`src/rtl/uart_rx_fifo.sv`:
```
// uart_rx_fifo: receive-side byte FIFO behind uart_rx.
// Captures single-cycle rx_valid strobes into a circular buffer and presents
// the head byte on a first-word-fall-through valid/ready port. Tracks
// overflow / framing-error / break events in sticky flags and raises
// level_irq when occupancy reaches Threshold.
module uart_rx_fifo #(
   parameter int Depth     = 16,
   parameter int Threshold = 8,
   localparam int CW       = $clog2(Depth + 1),
   localparam int AW       = $clog2(Depth)
) (
   input  logic          clk,
   input  logic          rst,
   input  logic [7:0]    rx_data,
   input  logic          rx_valid,
   input  logic          rx_break,
   input  logic          rx_error,
   output logic [7:0]    data_out,
   output logic          data_out_valid,
   input  logic          data_out_ready,
   output logic [CW-1:0] count,
   output logic          level_irq,
   output logic          overflow,
   output logic          frame_error,
   output logic          break_seen,
   input  logic          clear_flags,
   input  logic          flush
);

   localparam logic [CW-1:0] DEPTH_C = CW'(Depth);
   localparam logic [CW-1:0] THRSH_C = CW'(Threshold);

   logic [7:0]    r_mem [Depth];
   logic [AW-1:0] r_wr_ptr;
   logic [AW-1:0] r_rd_ptr;
   logic [CW-1:0] r_count;
   logic          r_overflow;
   logic          r_frame_error;
   logic          r_break_seen;

   logic          w_empty;
   logic          w_full;
   logic          w_pop;
   logic          w_push;
   logic          w_drop;

   // Occupancy-derived status; flush overrides any same-cycle push/pop.
   // A full FIFO still accepts a byte when the head is leaving this cycle.
   assign w_empty = (r_count == '0);
   assign w_full  = (r_count == DEPTH_C);
   assign w_pop   = !w_empty && data_out_ready && !flush;
   assign w_push  = rx_valid && (!w_full || w_pop) && !flush;
   assign w_drop  = rx_valid && w_full && !w_pop && !flush;

   // Byte storage; contents need no reset since count gates visibility.
   always_ff @(posedge clk) begin
      if (w_push) r_mem[r_wr_ptr] <= rx_data;
   end

   // Pointers and occupancy; pointers wrap naturally at Depth (power of two).
   always_ff @(posedge clk or posedge rst) begin
      if (rst) begin
         r_wr_ptr <= '0;
         r_rd_ptr <= '0;
         r_count  <= '0;
      end else if (flush) begin
         r_wr_ptr <= '0;
         r_rd_ptr <= '0;
         r_count  <= '0;
      end else begin
         if (w_push) r_wr_ptr <= r_wr_ptr + 1'b1;
         if (w_pop)  r_rd_ptr <= r_rd_ptr + 1'b1;
         case ({w_push, w_pop})
            2'b10:   r_count <= r_count + 1'b1;
            2'b01:   r_count <= r_count - 1'b1;
            default: r_count <= r_count;
         endcase
      end
   end

   // Sticky event flags; an event in the same cycle as clear_flags wins.
   always_ff @(posedge clk or posedge rst) begin
      if (rst) begin
         r_overflow    <= 1'b0;
         r_frame_error <= 1'b0;
         r_break_seen  <= 1'b0;
      end else begin
         r_overflow    <= w_drop   || (r_overflow    && !clear_flags);
         r_frame_error <= rx_error || (r_frame_error && !clear_flags);
         r_break_seen  <= rx_break || (r_break_seen  && !clear_flags);
      end
   end

   // Outputs depend only on registered state; data_out is forced to zero
   // while empty so a reset or flush never exposes stale bytes.
   assign data_out_valid = !w_empty;
   assign data_out       = w_empty ? 8'h00 : r_mem[r_rd_ptr];
   assign count          = r_count;
   assign level_irq      = (r_count >= THRSH_C);
   assign overflow       = r_overflow;
   assign frame_error    = r_frame_error;
   assign break_seen     = r_break_seen;

endmodule

```
`config.mk`:
```
export PLATFORM = sky130hd
export DESIGN_NAME = uart_rx_fifo
export DESIGN_NICKNAME = d
export VERILOG_FILES = /design/src/rtl/uart_rx_fifo.sv
export SDC_FILE = /design/constraint.sdc
export NUM_CORES = 1
export LEC_CHECK = 0
export CAP_MARGIN = 20
export CORE_ASPECT_RATIO = 1.75
export CORE_UTILIZATION = 30
export DETAILED_ROUTE_END_ITERATION = 6
export HOLD_SLACK_MARGIN = 0.05
export PLACE_DENSITY_LB_ADDON = 0.08
export SLEW_MARGIN = 5
export SYNTH_ARGS = -nofsm -noshare
export SYNTH_HDL_FRONTEND = slang
export SYNTH_SLANG_ARGS = --single-unit
```
`constraint.sdc`:
```
create_clock -name clk -period 7.7 [get_ports clk]
set_clock_uncertainty 0.15 [all_clocks]
set_input_delay 0.77 -clock clk [delete_from_list [all_inputs] [get_ports clk]]
set_output_delay 0.77 -clock clk [all_outputs]
set_load 0.1 [all_outputs]
```
## Word-level counts from Yosys, hierarchy flattened

Memory sizes are Yosys's and may differ from the RTL's.
Index checks and enable logic that the tools add are counted.

| storage, ports and cells | value |
|---|---|
| word-level logic and storage cells | 47 |
| memories kept | 1 |
| bits of input ports | 16 |
| output and inout port bits | 18 |
| RAM bits | 128 |
| flip-flop bits (word level) | 16 |

| operators by class | value |
|---|---|
| $lt $le $gt $ge | 1 |
| reductions and logical operators | 23 |
| equal/unequal tests | 3 |
| add/sub/neg operators | 4 |
| mux-type cells | 9 |

Memory list:

| name | depth | width | read ports | clocked after Yosys merged registers in | write ports | line | text |
|---|---|---|---|---|---|---|---|
| r_mem | 16 | 8 | 1 | 0 | 1 | 33 | `logic [7:0] r_mem [Depth];` |

Operators by type and width:

| operator | number |
|---|---|
| $mux 4 | 4 |
| $logic_and 1x1->1 | 10 |
| $pmux 5 s2 | 1 |
| $add 4x1->4 const B | 2 |
| $mux 8 | 1 |
| $add 5x1->5 const B | 1 |
| $eq 5x5->1 const B | 1 |
| $ge 5x4->1 const B | 1 |
| $logic_not 1->1 | 5 |
| $logic_not 5->1 | 1 |
| $mux 5 | 1 |
| $sub 5x1->5 const B | 1 |
| $logic_or 1x1->1 | 4 |
| $reduce_bool 2->1 | 2 |
| $reduce_bool 3->1 | 1 |
| $eq 2x1->1 const B | 1 |
| $eq 2x2->1 const B | 1 |
| $mux 1 | 2 |

## Depth between registers and ports, before layout

| depth | value |
|---|---|
| depth after elaboration | 10 |
| gate-level depth with buffers | 11 |
| gate-level depth less buffers | 9 |

## Least setup slack after synthesis

Ideal clock, no wire load.

| timing path | value |
|---|---|
| path kind | flip-flop to output port |
| start point | reg r_count[1], in the netlist count[1] |
| end point | out data_out[0] |
| path buffers | 2 |
| slack | 3510 ps |
| data arrival time | 3270 ps |
| required time | 6780 ps |
| cell stages (with the launch flop) | 6 |
| path through | dfrtp_1 > buf_6 > nor4_1 > nand2b_1 > clkbuf_1 > and2_1 |

| between the ends | value |
|---|---|
| word-level cells in the longest chain between the ends | 2 |

Ends and longest elaborated chain:

| item | line | text |
|---|---|---|
| start: declaration | 36 | `logic [CW-1:0] r_count;` |
| start signal: assignment | 74 | `2'b10: r_count <= r_count + 1'b1;` |
| start signal: assignment | 75 | `2'b01: r_count <= r_count - 1'b1;` |
| start signal: assignment | 76 | `default: r_count <= r_count;` |
| $logic_not 5->1 | 49 | `assign w_empty = (r_count == '0);` |
| $mux 8 | 97 | `assign data_out = w_empty ? 8'h00 : r_mem[r_rd_ptr];` |
| end: declaration | 18 | `output logic [7:0] data_out,` |

No other way between the ends.

## Worst setup path in the final report

| timing path | value |
|---|---|
| start point | reg r_rd_ptr[0] |
| end point | out data_out[3] |

| between the ends | value |
|---|---|
| word-level cells in the longest chain between the ends | 2 |

Ends and longest elaborated chain:

| item | line | text |
|---|---|---|
| start: declaration | 35 | `logic [AW-1:0] r_rd_ptr;` |
| start signal: assignment | 72 | `if (w_pop) r_rd_ptr <= r_rd_ptr + 1'b1;` |
| $mem_v2 16x8 | -- |  |
| $mux 8 | 97 |  |

No other way between the ends.

==> flow_summary.toml <==
[drt]
drtAntennaViolNets = 0
drt-vias-per-instance = 4.88
remaining_drc_errors = 0
drtIter0Drc = 132
wl_mm = 14.1
wl_per_cell_um = 22.9
via_count = 3013
drt-pass1-iter-count = 4

[logic_synthesis]
synth_edf_count = 128
ys_seq_area_share_pct = 70.9
async_reset_ff_share_pct = 11.1
netlist_instances = 321
synth_cell_types = 38
postSynthAreaPerCell_sq_um = 18.6
synth_fp_nets = 344
yosys_warnings = 0
synthFlopType = "edfxtp_1"
syn-cell-area_sq_mm = 0.00598
ys_ff_latch = 144

[timing]
fin_setup_tns_ns = 0
fmax_mhz = 211
slew_violations = 0
relSlewSlack_pct = 27.9
finalCritPeriodShare_pct = 61.5
post-route-min-period_ns = 4.74
worst_slew_pin_slew_ns = 1.07
setup_violations = 0
rsz0062_at_grt = "false"
hold_violations = 0

[layout]
syn_to_final_growth_pct = 19.7
layout-drive-gt1-share_pct = 21.8
fin_util_pct = 36.4
fillers = 1837
fin_nets = 383
final_common_cell = "edfxtp_1"
most-common-layout-cells = "edfxtp_1, mux4_2, clkdlybuf4s50_1"
antenna_cells = 0
final_cells = 617

[critical_path]
critPathSlowestCell = "clkdlybuf4s50_1"
critPathRequiredTime_ns = 6.78
path_max_fanout = 19
crit_chain = "buf_4 -> mux4_2 -> mux4_2 -> and2_1 -> clkdlybuf4s50_1"
r2r_slack_ns = 4.85
reg2reg_to = "r_mem[4][1]"
critPathCaptureType = "primary output"
critical_path_class = "reg2out"
arrival_ns = 3.82
cp-start-kind = "flip-flop"
worstRegToRegCells = 5
timing.rr.start = "count[1]"
max_stage_delay_ns = 0.96
path_common_cell = "mux4_2"

[global_routing]
first_global_vias = 3301
grt_usage_pct = 15.1
grt_max_degree = 34
grt_pass1_wl_mm = 21.3
grt-ovfl-total = 0
antenna_found_initial = 0

[worst_hold_path]
holdPathEnd = "frame_error"
holdPathStages = 1
worst_hold_startpoint = "frame_error"
hp-class = "reg2reg"

[power]
power.density_mw_per_mm2 = 343
ir_drop_mv = 0.273
leakagePower_nw = 2.32

[clocking]
root_buffer = "clkbuf_16"
post_cts_buffers = 0
clk_path_buf_depth = 2
htree_levels = 4
cts_made_buffers = 17
clk_pin_slew_ns = 0.05
hold_buffers = 0
cts_tree = "built"
cts_resized = 0
clkSinkCount = 144
clk_latency_ns = 0.40

[placed_design]
dpl.hpwl_mm = 8.89
gp_congestion = 0.710
dpl.cell_count = 586
numPortBuffers = 33

[die]
die_w_um = 109
fp.dieH_um = 189
io_pins = 34
row_count = 68
start_util_pct = 30.4
dieArea_sq_mm = 0.0205
core_sq_mm = 0.0197

[run]
drv_cap = 0

[status]
status = "finished clean"
-- how the worst max path moves through the flow --
| stage | startpoint | to | cells past startpoint |
|---|---|---|---|
| global route | r_rd_ptr[0] | data_out[6] | 5 |
| detailed placement | r_rd_ptr[0] | data_out[4] | 5 |
| floorplan | count[1] | data_out[0] | 5 |
| finish | r_rd_ptr[0] | data_out[3] | 5 |
| CTS | r_rd_ptr[0] | data_out[4] | 5 |
| global placement | r_rd_ptr[0] | data_out[6] | 5 |
-- cells in the mapped netlist, drive strengths merged, types with 5 or more instances --
cell type | number | area share, %
mux4 | 40 | 15
clkbuf | 11 | 0.69
dfrtp | 16 | 6.7
and2 | 16 | 1.7
a21oi | 10 | 0.84
nand2 | 8 | 0.50
edfxtp | 128 | 64
nand3 | 5 | 0.42
nor4 | 5 | 0.52
inv | 12 | 0.75
xor2 | 5 | 0.73
nor2 | 14 | 0.92
buf | 8 | 1.0
ha | 7 | 1.5
-- layout make-up --
cell class,count,area (sq um),area share [%]
Clock buffer,21,440,6.15
Clock inverter,10,95.1,1.33
Inverter,12,45.0,0.629
Multi-Input combinational cell,146,1650,23.1
Sequential cell,144,4250,59.3
Tap cell,245,307,4.28
Timing Repair Buffer,39,375,5.24
-- layer usage --
layer	up-vias	routed length, um	part of all wire (%)	global-route usage [%]
met3	9	385	2.7	2.66
li1	1349	-	-	-
met1	1600	5760	41	18.3
met5	-	0	0	0
met4	0	142	1.0	4.83
met2	55	7810	55	26.6
-- cell families (layout without fill, tap and decap cells) --
logic type      count (synthesis)  count (layout)  synth area share, %
flops                         144             144                 70.9
xor+xnor                        7               7                 1.02
compound gates                 24              24                 2.66
mux                            43              43                 15.6
simple gates                   65              65                 5.92
buf+inv                        31              82                 2.47
fa+ha+maj                       7               7                 1.46
-- where the power goes --
group / internal (W) / total, W / leakage (nW) / switching (W)
clock: 0.000468 / 0.000758 / 0.264 / 0.000291
sequential: 0.000872 / 0.000929 / 1.36 / 0.0000566
combinational: 0.000254 / 0.000765 / 0.691 / 0.000511
-- state kept, by name (all words and copies together) (netlist names) --
name         flops
count            5
overflow         1
frame_error      1
r_wr_ptr         4
r_mem          128
r_rd_ptr         4
break_seen       1
-- through the flow --
step	total power, W	hold WS, ns	cell area [sq um]	setup WS, ns
after floorplan	0.00155	0.406	5980	3.51
after global placement	0.00173	0.326	6630	3.30
after detailed placement	0.00173	0.338	6630	3.30
after CTS	0.00250	0.355	7160	2.84
after global routing	0.00256	0.362	7160	2.73
final	0.00245	0.348	7160	2.96
-- worst max-delay path, delay by kind of cell (launching register included) --
family	cells	cell delay, ns
AND/OR/NAND/NOR	1	0.17
flip-flops	1	0.78
buffers and inverters	2	1.42
multiplexers	2	1.03
Power figures use the tool's default switching activity.
